<file path="src/rtl/tlb_pkg.sv">
// tlb_pkg
//   Shared encodings for the TLB maintenance controller: operation codes,
//   INVTLB sub-operations, controller states, LFSR constants and the bit
//   positions of the TLB-related CSR fields. Also holds a helper that packs
//   one page half of a TLB entry into TLBELO layout.
//   Imported by tlb_wb_ctrl and tlb_inv_match.

package tlb_pkg;

   typedef enum logic [2:0] {
      OP_NOP  = 3'd0,
      OP_SRCH = 3'd1,
      OP_RD   = 3'd2,
      OP_WR   = 3'd3,
      OP_FILL = 3'd4,
      OP_INV  = 3'd5
   } tlbOpE;

   localparam logic [4:0] INV_ALL0       = 5'd0;
   localparam logic [4:0] INV_ALL1       = 5'd1;
   localparam logic [4:0] INV_G1         = 5'd2;
   localparam logic [4:0] INV_G0         = 5'd3;
   localparam logic [4:0] INV_G0_ASID    = 5'd4;
   localparam logic [4:0] INV_G0_ASID_VA = 5'd5;
   localparam logic [4:0] INV_GASID_VA   = 5'd6;
   localparam logic [4:0] INV_OP_MAX     = 5'd6;

   typedef enum logic [1:0] {
      IDLE  = 2'd0,
      EXEC  = 2'd1,
      SWEEP = 2'd2
   } ctrlStateE;

   // Fibonacci LFSR, taps 16,14,13,11 expressed as bit mask (bit n-1)
   localparam logic [15:0] LFSR_SEED = 16'hACE1;
   localparam logic [15:0] LFSR_TAPS = 16'hB400;

   // TLB refill exception code: WR/FILL always write a valid entry then
   localparam logic [5:0] ECODE_TLBR = 6'h3f;

   localparam int TLBIDX_NE    = 31;
   localparam int TLBIDX_PS_HI = 29;
   localparam int TLBIDX_PS_LO = 24;
   localparam int EHI_VPPN_LO  = 13;
   localparam int ELO_G        = 6;
   localparam int ELO_PPN_HI   = 27;
   localparam int ELO_PPN_LO   = 8;
   localparam logic [5:0] PS_HUGE = 6'd22;

   function automatic logic [31:0] packElo(input logic [19:0] ppn, input logic g,
                                           input logic [1:0] mat, input logic [1:0] plv,
                                           input logic d, input logic v);
      return {4'b0, ppn, 1'b0, g, mat, plv, d, v};
   endfunction

endpackage

</file>
<file path="src/rtl/tlb_inv_match.sv">
// tlb_inv_match
//   Combinational decision whether one TLB entry is hit by an INVTLB
//   sub-operation. An invalid entry (e = 0) never matches. For 4 MB pages
//   (ps == 22) only the upper VPPN bits take part in the address compare.
//   Ports: invOp_i/invAsid_i/invVppn_i (operation), entry*_i (entry under
//   test), match_o (entry must be invalidated).

module tlb_inv_match
   import tlb_pkg::*;
(
   input  logic [4:0]  invOp_i,
   input  logic [9:0]  invAsid_i,
   input  logic [18:0] invVppn_i,
   input  logic        entryE_i,
   input  logic        entryG_i,
   input  logic [9:0]  entryAsid_i,
   input  logic [18:0] entryVppn_i,
   input  logic [5:0]  entryPs_i,
   output logic        match_o
);

   logic asidHit;
   logic vaHit;

   // Decode the sub-operation into a match on the entry's global bit,
   // ASID and virtual page number.
   always_comb begin
      asidHit = (entryAsid_i == invAsid_i);
      if (entryPs_i == PS_HUGE)
         vaHit = (entryVppn_i[18:10] == invVppn_i[18:10]);
      else
         vaHit = (entryVppn_i == invVppn_i);
      match_o = 1'b0;
      case (invOp_i)
         INV_ALL0, INV_ALL1: match_o = 1'b1;
         INV_G1:             match_o = entryG_i;
         INV_G0:             match_o = ~entryG_i;
         INV_G0_ASID:        match_o = ~entryG_i & asidHit;
         INV_G0_ASID_VA:     match_o = ~entryG_i & asidHit & vaHit;
         INV_GASID_VA:       match_o = (entryG_i | asidHit) & vaHit;
         default:            match_o = 1'b0;
      endcase
      if (!entryE_i)
         match_o = 1'b0;
   end

endmodule

</file>
<file path="src/rtl/tlb_wb_ctrl.sv">
// tlb_wb_ctrl
//   Sequencer for TLB maintenance instructions (TLBSRCH, TLBRD, TLBWR,
//   TLBFILL, INVTLB). Drives the TLB read/write ports and the CSR write-back
//   strobes/values. States: IDLE (accepts ops), EXEC (one-cycle execute,
//   op_done), SWEEP (walks every entry for INVTLB).
//   Ports: clk/reset (synchronous, active-high); op_valid/op/op_ready/
//   op_done/op_err/flush handshake; inv_* INVTLB operands; s1_found/s1_index
//   search result; csr_* current CSR values; r_* TLB read port; we/w_*
//   TLB write port; *_we/*_wv CSR write-back.
//   Parameters: TLBNUM (entries, power of two), FILL_MODE (0 round-robin,
//   1 LFSR victim).
//   Macro TLB_INVTLB_EN: enables the INVTLB sweep; without it op 5 ends
//   in EXEC with op_err.

module tlb_wb_ctrl
   import tlb_pkg::*;
#(
   parameter int TLBNUM    = 16,
   parameter int FILL_MODE = 0,
   localparam int IDXW     = $clog2(TLBNUM)
) (
   input  logic            clk,
   input  logic            reset,
   input  logic            op_valid,
   input  logic [2:0]      op,
   output logic            op_ready,
   output logic            op_done,
   output logic            op_err,
   input  logic            flush,
   input  logic [4:0]      inv_op,
   input  logic [9:0]      inv_asid,
   input  logic [18:0]     inv_vppn,
   input  logic            s1_found,
   input  logic [IDXW-1:0] s1_index,
   input  logic [31:0]     csr_tlbidx,
   input  logic [31:0]     csr_tlbehi,
   input  logic [31:0]     csr_elo0,
   input  logic [31:0]     csr_elo1,
   input  logic [31:0]     csr_asid,
   input  logic [5:0]      csr_ecode,
   output logic [IDXW-1:0] r_index,
   input  logic            r_e,
   input  logic [18:0]     r_vppn,
   input  logic [5:0]      r_ps,
   input  logic [9:0]      r_asid,
   input  logic            r_g,
   input  logic [19:0]     r_ppn0,
   input  logic [1:0]      r_plv0,
   input  logic [1:0]      r_mat0,
   input  logic            r_d0,
   input  logic            r_v0,
   input  logic [19:0]     r_ppn1,
   input  logic [1:0]      r_plv1,
   input  logic [1:0]      r_mat1,
   input  logic            r_d1,
   input  logic            r_v1,
   output logic            we,
   output logic [IDXW-1:0] w_index,
   output logic            w_e,
   output logic [18:0]     w_vppn,
   output logic [5:0]      w_ps,
   output logic [9:0]      w_asid,
   output logic            w_g,
   output logic [19:0]     w_ppn0,
   output logic [1:0]      w_plv0,
   output logic [1:0]      w_mat0,
   output logic            w_d0,
   output logic            w_v0,
   output logic [19:0]     w_ppn1,
   output logic [1:0]      w_plv1,
   output logic [1:0]      w_mat1,
   output logic            w_d1,
   output logic            w_v1,
   output logic            idx_we,
   output logic            ehi_we,
   output logic            elo_we,
   output logic            asid_we,
   output logic [31:0]     idx_wv,
   output logic [31:0]     ehi_wv,
   output logic [31:0]     elo0_wv,
   output logic [31:0]     elo1_wv,
   output logic [31:0]     asid_wv
);

   ctrlStateE       state_q, state_d;
   tlbOpE           op_q, op_d;
   logic            err_q, err_d;
   logic [IDXW-1:0] fillCnt_q, fillCnt_d;
   logic [15:0]     lfsr_q, lfsr_d;
   logic [IDXW-1:0] victim;
   logic            live;
   logic            unusedCsr;

   assign unusedCsr = ^{csr_tlbidx[30], csr_tlbehi[EHI_VPPN_LO-1:0],
                        csr_elo0[31:28], csr_elo0[7], csr_elo1[31:28], csr_elo1[7]};

   // Flush and reset both suppress every side effect in the current cycle.
   assign live   = ~flush & ~reset;
   assign victim = (FILL_MODE == 1) ? lfsr_q[IDXW-1:0] : fillCnt_q;

`ifdef TLB_INVTLB_EN
   logic [IDXW-1:0] sweepCnt_q, sweepCnt_d;
   logic [4:0]      invOp_q, invOp_d;
   logic [9:0]      invAsid_q, invAsid_d;
   logic [18:0]     invVppn_q, invVppn_d;
   logic            invMatch;

   tlb_inv_match uInvMatch (
      .invOp_i     (invOp_q),
      .invAsid_i   (invAsid_q),
      .invVppn_i   (invVppn_q),
      .entryE_i    (r_e),
      .entryG_i    (r_g),
      .entryAsid_i (r_asid),
      .entryVppn_i (r_vppn),
      .entryPs_i   (r_ps),
      .match_o     (invMatch)
   );

   // INVTLB operands are captured on accept; the sweep index restarts at
   // zero whenever the sweep is not running.
   always_comb begin
      invOp_d    = invOp_q;
      invAsid_d  = invAsid_q;
      invVppn_d  = invVppn_q;
      sweepCnt_d = (state_q == SWEEP) ? sweepCnt_q + 1'b1 : '0;
      if (state_q == IDLE && op_valid) begin
         invOp_d   = inv_op;
         invAsid_d = inv_asid;
         invVppn_d = inv_vppn;
      end
   end

   always_ff @(posedge clk) begin
      if (reset) begin
         sweepCnt_q <= '0;
         invOp_q    <= '0;
         invAsid_q  <= '0;
         invVppn_q  <= '0;
      end else begin
         sweepCnt_q <= sweepCnt_d;
         invOp_q    <= invOp_d;
         invAsid_q  <= invAsid_d;
         invVppn_q  <= invVppn_d;
      end
   end
`else
   logic unusedInv;
   assign unusedInv = ^{inv_op, inv_asid, inv_vppn};
`endif

   // Next-state logic. INVTLB with a legal sub-op sweeps the TLB, anything
   // else executes in a single EXEC cycle. Flush overrides every transition.
   always_comb begin
      state_d   = state_q;
      op_d      = op_q;
      err_d     = err_q;
      fillCnt_d = fillCnt_q;
      lfsr_d    = {lfsr_q[14:0], ^(lfsr_q & LFSR_TAPS)};
      case (state_q)
         IDLE: begin
            if (op_valid) begin
               op_d    = tlbOpE'(op);
               err_d   = 1'b0;
               state_d = EXEC;
               if (tlbOpE'(op) == OP_INV) begin
`ifdef TLB_INVTLB_EN
                  if (inv_op > INV_OP_MAX)
                     err_d = 1'b1;
                  else
                     state_d = SWEEP;
`else
                  err_d = 1'b1;
`endif
               end
            end
         end
         EXEC: begin
            state_d = IDLE;
            if (op_q == OP_FILL)
               fillCnt_d = fillCnt_q + 1'b1;
         end
`ifdef TLB_INVTLB_EN
         SWEEP: begin
            if (sweepCnt_q == IDXW'(TLBNUM - 1))
               state_d = EXEC;
         end
`endif
         default: state_d = IDLE;
      endcase
      if (flush) begin
         state_d   = IDLE;
         fillCnt_d = fillCnt_q;
      end
   end

   always_ff @(posedge clk) begin
      if (reset) begin
         state_q   <= IDLE;
         op_q      <= OP_NOP;
         err_q     <= 1'b0;
         fillCnt_q <= '0;
         lfsr_q    <= LFSR_SEED;
      end else begin
         state_q   <= state_d;
         op_q      <= op_d;
         err_q     <= err_d;
         fillCnt_q <= fillCnt_d;
         lfsr_q    <= lfsr_d;
      end
   end

   // Output decode. The write-port fields default to the CSR image used by
   // TLBWR/TLBFILL; a sweep instead rewrites the entry it just read with
   // e cleared.
   always_comb begin
      op_ready = (state_q == IDLE);
      op_done  = 1'b0;
      op_err   = 1'b0;
      r_index  = csr_tlbidx[IDXW-1:0];
      we       = 1'b0;
      w_index  = csr_tlbidx[IDXW-1:0];
      w_e      = (csr_ecode == ECODE_TLBR) | ~csr_tlbidx[TLBIDX_NE];
      w_vppn   = csr_tlbehi[31:EHI_VPPN_LO];
      w_ps     = csr_tlbidx[TLBIDX_PS_HI:TLBIDX_PS_LO];
      w_asid   = csr_asid[9:0];
      w_g      = csr_elo0[ELO_G] & csr_elo1[ELO_G];
      w_ppn0   = csr_elo0[ELO_PPN_HI:ELO_PPN_LO];
      w_plv0   = csr_elo0[3:2];
      w_mat0   = csr_elo0[5:4];
      w_d0     = csr_elo0[1];
      w_v0     = csr_elo0[0];
      w_ppn1   = csr_elo1[ELO_PPN_HI:ELO_PPN_LO];
      w_plv1   = csr_elo1[3:2];
      w_mat1   = csr_elo1[5:4];
      w_d1     = csr_elo1[1];
      w_v1     = csr_elo1[0];
      idx_we   = 1'b0;
      ehi_we   = 1'b0;
      elo_we   = 1'b0;
      asid_we  = 1'b0;
      idx_wv   = '0;
      ehi_wv   = '0;
      elo0_wv  = '0;
      elo1_wv  = '0;
      asid_wv  = '0;
      case (state_q)
         EXEC: begin
            if (live) begin
               op_done = 1'b1;
               op_err  = err_q;
               if (!err_q) begin
                  case (op_q)
                     OP_SRCH: begin
                        idx_we = 1'b1;
                        idx_wv = {~s1_found, 1'b0, csr_tlbidx[TLBIDX_PS_HI:TLBIDX_PS_LO],
                                  24'(s1_index)};
                     end
                     OP_RD: begin
                        idx_we  = 1'b1;
                        ehi_we  = 1'b1;
                        elo_we  = 1'b1;
                        asid_we = 1'b1;
                        if (r_e) begin
                           idx_wv  = {2'b00, r_ps, csr_tlbidx[23:0]};
                           ehi_wv  = {r_vppn, 13'b0};
                           elo0_wv = packElo(r_ppn0, r_g, r_mat0, r_plv0, r_d0, r_v0);
                           elo1_wv = packElo(r_ppn1, r_g, r_mat1, r_plv1, r_d1, r_v1);
                           asid_wv = {csr_asid[31:10], r_asid};
                        end else begin
                           idx_wv  = {2'b10, 6'b0, csr_tlbidx[23:0]};
                           asid_wv = {csr_asid[31:10], 10'b0};
                        end
                     end
                     OP_WR:   we = 1'b1;
                     OP_FILL: begin
                        we      = 1'b1;
                        w_index = victim;
                     end
                     default: ;
                  endcase
               end
            end
         end
`ifdef TLB_INVTLB_EN
         SWEEP: begin
            r_index = sweepCnt_q;
            w_index = sweepCnt_q;
            we      = live & invMatch;
            w_e     = 1'b0;
            w_vppn  = r_vppn;
            w_ps    = r_ps;
            w_asid  = r_asid;
            w_g     = r_g;
            w_ppn0  = r_ppn0;
            w_plv0  = r_plv0;
            w_mat0  = r_mat0;
            w_d0    = r_d0;
            w_v0    = r_v0;
            w_ppn1  = r_ppn1;
            w_plv1  = r_plv1;
            w_mat1  = r_mat1;
            w_d1    = r_d1;
            w_v1    = r_v1;
         end
`endif
         default: ;
      endcase
   end

endmodule
</file>
<file path="config.mk">
export PLATFORM = sky130hd
export DESIGN_NAME = tlb_wb_ctrl
export DESIGN_NICKNAME = d
export VERILOG_FILES = /design/src/rtl/tlb_pkg.sv /design/src/rtl/tlb_inv_match.sv /design/src/rtl/tlb_wb_ctrl.sv
export SDC_FILE = /design/constraint.sdc
export NUM_CORES = 1
export LEC_CHECK = 0
export CAP_MARGIN = 15
export CORE_AREA = 4 4 220 222
export DETAILED_ROUTE_END_ITERATION = 8
export DIE_AREA = 0 0 224 226
export DONT_BUFFER_PORTS = 1
export PLACE_DENSITY = 0.3
export SLEW_MARGIN = 20
export SYNTH_ARGS = -nofsm -noshare
export SYNTH_HDL_FRONTEND = slang
export SYNTH_HIERARCHICAL = 1
export SYNTH_SLANG_ARGS = --single-unit
</file>
<file path="constraint.sdc">
create_clock -name clk -period 2.6 [get_ports clk]
set_clock_uncertainty 0.1 [all_clocks]
set_input_delay 0.65 -clock clk [delete_from_list [all_inputs] [get_ports clk]]
set_output_delay 0.65 -clock clk [all_outputs]
set_load 0.02 [all_outputs]
</file>
* Word level (Yosys, flattened, before mapping)
Cells that the tools add are included.
** Operators by class
- Add/subtract/negate cells :: 1
- Multipliers :: 0
- Div/mod/pow operators :: 0
- $lt $le $gt $ge :: 0
- Equality and inequality tests :: 6
- Shifts and indexed selects :: 0
- Muxes and demuxes :: 46
- Bitwise gates (word level) :: 8
- Reductions and logical operators :: 6
** Operators with widths (count)
- 32-bit two-way mux :: 13
- 28-bit two-way mux :: 10
- 32-bit case mux with 2 select lines :: 1
- 1-bit two-way mux :: 17
- 4-bit two-way mux :: 4
- 10-bit two-way mux :: 1
- 3-bit by 2-bit equality test with 1-bit output (second input constant) :: 2
- 3-bit equality test (second input constant) :: 2
- 6-bit equality test (second input constant) :: 1
- 1-bit NOT :: 5
- 4-bit by 1-bit adder with 4-bit output (second input constant) :: 1
- 2-bit OR reduction :: 2
- 3-bit by 1-bit equality test with 1-bit output (second input constant) :: 1
- 3-bit AND reduction :: 1
- 3-bit OR reduction :: 1
- 1-bit bitwise AND :: 2
- 2-bit zero test :: 1
- 2-bit AND reduction :: 1
- 1-bit OR :: 1
** Word-level totals
- Register bits after elaboration :: 9
- Latch bits :: 0
- Memory bits (writable) :: 0
- Bits in read-only memories :: 0
- Input bits :: 301
- Output and inout bits :: 265
- Logic and storage cells :: 71
- Memories kept :: 0

* Logic depth before layout (Yosys ltp)
- Depth after elaboration :: 6
- Gate-level depth with buffers :: 5
- Depth with buffers taken out :: 4

* Worst setup path before layout
Ideal clock, no wire load.
- Path type :: input port to output port
- Start point :: input flush
- End point :: output elo1_wv[6]
- Arrival :: 2243 ps
- Data required time :: 1850 ps
- Setup slack :: -393 ps
- Stages :: 5
- Cell sequence :: or4b_4 -> nor4_4 -> clkbuf_2 -> and2_1 -> buf_4
** On the way
- Cells in the longest elaborated chain, start to end :: 4
** Ends and longest elaborated chain
- start: declaration :: line tlb_wb_ctrl.sv:29 : input logic flush,
- 1-bit NOT (no line)
- 1-bit bitwise AND :: line tlb_wb_ctrl.sv:98 : assign live = ~flush & ~reset;
- 28-bit two-way mux :: line tlb_wb_ctrl.sv:249 : if (live) begin
- 28-bit two-way mux :: line tlb_wb_ctrl.sv:247 : case (state_q)
- end: declaration :: line tlb_wb_ctrl.sv:81 : output logic [31:0] elo1_wv,
Every way passes these cells.

* Worst setup path after layout
- Start point :: input flush
- End point :: output elo1_wv[5]
Same word-level chain as after synthesis.

==> results.yml <==
outcome:
  status: "finished, violations left"
  violations: "negative setup slack"
worst_setup_path:
  cp-end-kind: "output port"
  rrSetupSlack_ns: 0.85
  cp.arrival_ns: 2.12
  crit_type: "input port to output port"
  cp_data_required_time_ns: 1.85
  startpoint_type: "input port"
  crit_fanout: 20
clocking:
  insertion_delay_ns: 0.23
  cts_buffers: 3
  cts.path.max_buffers: 2
  clock-root-buffer: "clkbuf_16"
  clk_pin_slew_worst_paths_ns: 0.04
  cts_tree: "yes"
  clock_sinks: 9
  cts-htree-levels: 1
global_route:
  grt_pass1_vias: 1798
  track_usage_pct: 4.334
  grt_max_degree: 45
  overflow: 0
  grt_first_pass_wirelength_microns: 15410
  antenna_found_initial: 3
sta:
  period_needed_ns: 2.873
  rsz0062_at_grt: "yes"
  finalSetupTns_ns: -29.12
  setup_viol: 144
  finalHoldViolations: 0
  clock.fmax_mhz: 348.1
  fin_ws_ns: -0.2728
  final-max-slew-violation-count: 0
  fin_hold_ws_ns: 0.3826
  min_period_over_period_pct: 110.5
yosys:
  avgSynthCellArea_sq_um: 6.971
  ys_ff_latch: 9
  ys_async_sr_fraction_pct: 0
  synth_area_sq_mm: 0.002440
  synth_cell_type_count: 35
  ys_seq_area_share_pct: 7.385
  synthCells: 350
  synth_edf_count: 0
  yosys_warnings: 6
  synthFlopType: "dfxtp_1"
final_layout:
  nets: 567
  final_cell_mix: "80 x and2_4, 44 x and2_2, 24 x conb_1"
  fill_cells: 5401
  syn_to_final_growth_pct: 26.92
  multiInputGateArea_sq_mm: 0.001734
  seq_area_sq_um: 180.2
  drive_gt1_share_pct: 65.15
  mostFrequentLayoutCell: "and2_4"
route:
  drt_first_iter_violations: 68
  drt-total-wl_microns: 13830
  vias: 1981
  firstDrtPassIters: 4
  via_per_inst: 2.272
  wl_per_cell_microns: 15.86
  drcViolationCount: 0
  ant_nets: 0
placement:
  dp_hpwl_microns: 11100
  io_buffers: 0
  routabilityCongestion: 0.6552
floorplan:
  rows: 79
  ios: 566
  dieWidth_microns: 224
  die_h_microns: 226
  start_util_pct: 5.263
  core_sq_mm: 0.04636
  die_area_sq_mm: 0.05062
pwr:
  pwr_density_cell_mw_per_mm2: 172.6
  irDropWorstVdd_v: 0.0001359
  p_leak_uw: 0.001013
worst_hold_path:
  hp-class: "input port to flip-flop"
flow_run:
  max_cap_viol_count: 0
==> synthesized netlist by cell type (2+ instances only) <==
library cell  number  share of area, %
nor2_1            13               2.0
a21oi_1            8               1.6
a32oi_1            6               2.2
a22oi_1            4               1.2
dfxtp_1            9               7.4
nor3_1             3              0.62
inv_1              3              0.46
clkbuf_1           8               1.2
nand2b_1           6               1.5
mux2_2             5               2.3
nor2b_1            4               1.0
buf_4            118                36
clkbuf_2           8               1.6
o21ai_0            2              0.41
and2_1           126                32
nand2_1            8               1.2
==> power by group <==
part / total (uW) / switching [uW] / leakage [uW] / internal [uW]
sequential: 147 / 4.19 / 0.0000732 / 143
clock: 274 / 68.4 / 0.0000382 / 205
combinational: 114 / 83.1 / 0.000901 / 31.2
total: 535 / 156 / 0.00101 / 379
==> layout make-up <==
| class | instances | share of cell area, % |
|---|---|---|
| timing repair buffer | 23 | 10.67 |
| tap | 607 | 24.53 |
| sequential | 9 | 5.818 |
| inverter | 3 | 0.3636 |
| multi-input combinational | 225 | 56.00 |
| clock buffer | 4 | 2.545 |
| antenna | 1 | 0.08081 |
==> per-stage QoR <==
stage	cells	worst slack, ns	cell area (sq um)	total power (uW)	util [%]
finish	872	-0.2728	3097	534.6	6.680
global route	872	-0.3321	3097	561.4	6.680
CTS	868	-0.3070	2987	544.0	6.442
detailed placement	861	-0.3515	2731	259.3	5.892
global placement	861	-0.3422	2731	258.9	5.892
floorplan	373	-0.2970	2811	471.0	-
==> flip-flops by register name, summed over array words and instances, names as in the netlist <==
name	cells
fillCnt_q	4
op_q	3
err_q	1
state_q	1
==> kinds of logic after synthesis <==
| kind of cell | after synthesis | synth area share [%] |
|---|---|---|
| other | 1 | 0.1537 |
| buffers and inverters | 139 | 40.00 |
| flip-flops | 9 | 7.385 |
| adder cells (fa/ha/maj) | 1 | 0.5127 |
| multiplexers | 6 | 2.718 |
| AND/OR/NAND/NOR | 172 | 43.13 |
| AO/OA/AOI/OAI | 22 | 6.103 |
==> layer usage <==
metal / up-vias / share of wire (%) / track usage (%) / wire [microns]
met2: 266 / 43 / 6.306 / 6008
met5: - / 0.96 / 1.423 / 133
met3: 12 / 21 / 4.433 / 2954
met1: 906 / 34 / 4.459 / 4657
met4: 8 / 0.52 / 0.4772 / 72
li1: 789 / - / - / -
==> critical path, stage by stage <==
cell and delay, ns:
or4b_4 0.53, nor4_4 0.31, buf_12 0.21, clkbuf_16 0.20, and2_4 0.19
==> worst paths after layout <==
check,start,to,cells past startpoint
setup / recovery,flush,elo1_wv[5],5
hold / removal,reset,op_q[2]$_SDFFE_PP0P_,1
setup reg to reg,op_q[0]$_SDFFE_PP0P_,fillCnt_q[3]$_SDFFE_PP0P_,4
hold reg to reg,fillCnt_q[3]$_SDFFE_PP0P_,fillCnt_q[3]$_SDFFE_PP0P_,2
==> repair_timing <==
item	in CTS	in global routing
hold buffers	0	0
gates cloned	2	3
setup buffers	1	0
resized for setup	74	15
endpoints found under the setup margin	144	144
pin swaps	5	5
Power figures use the tool's default switching activity.
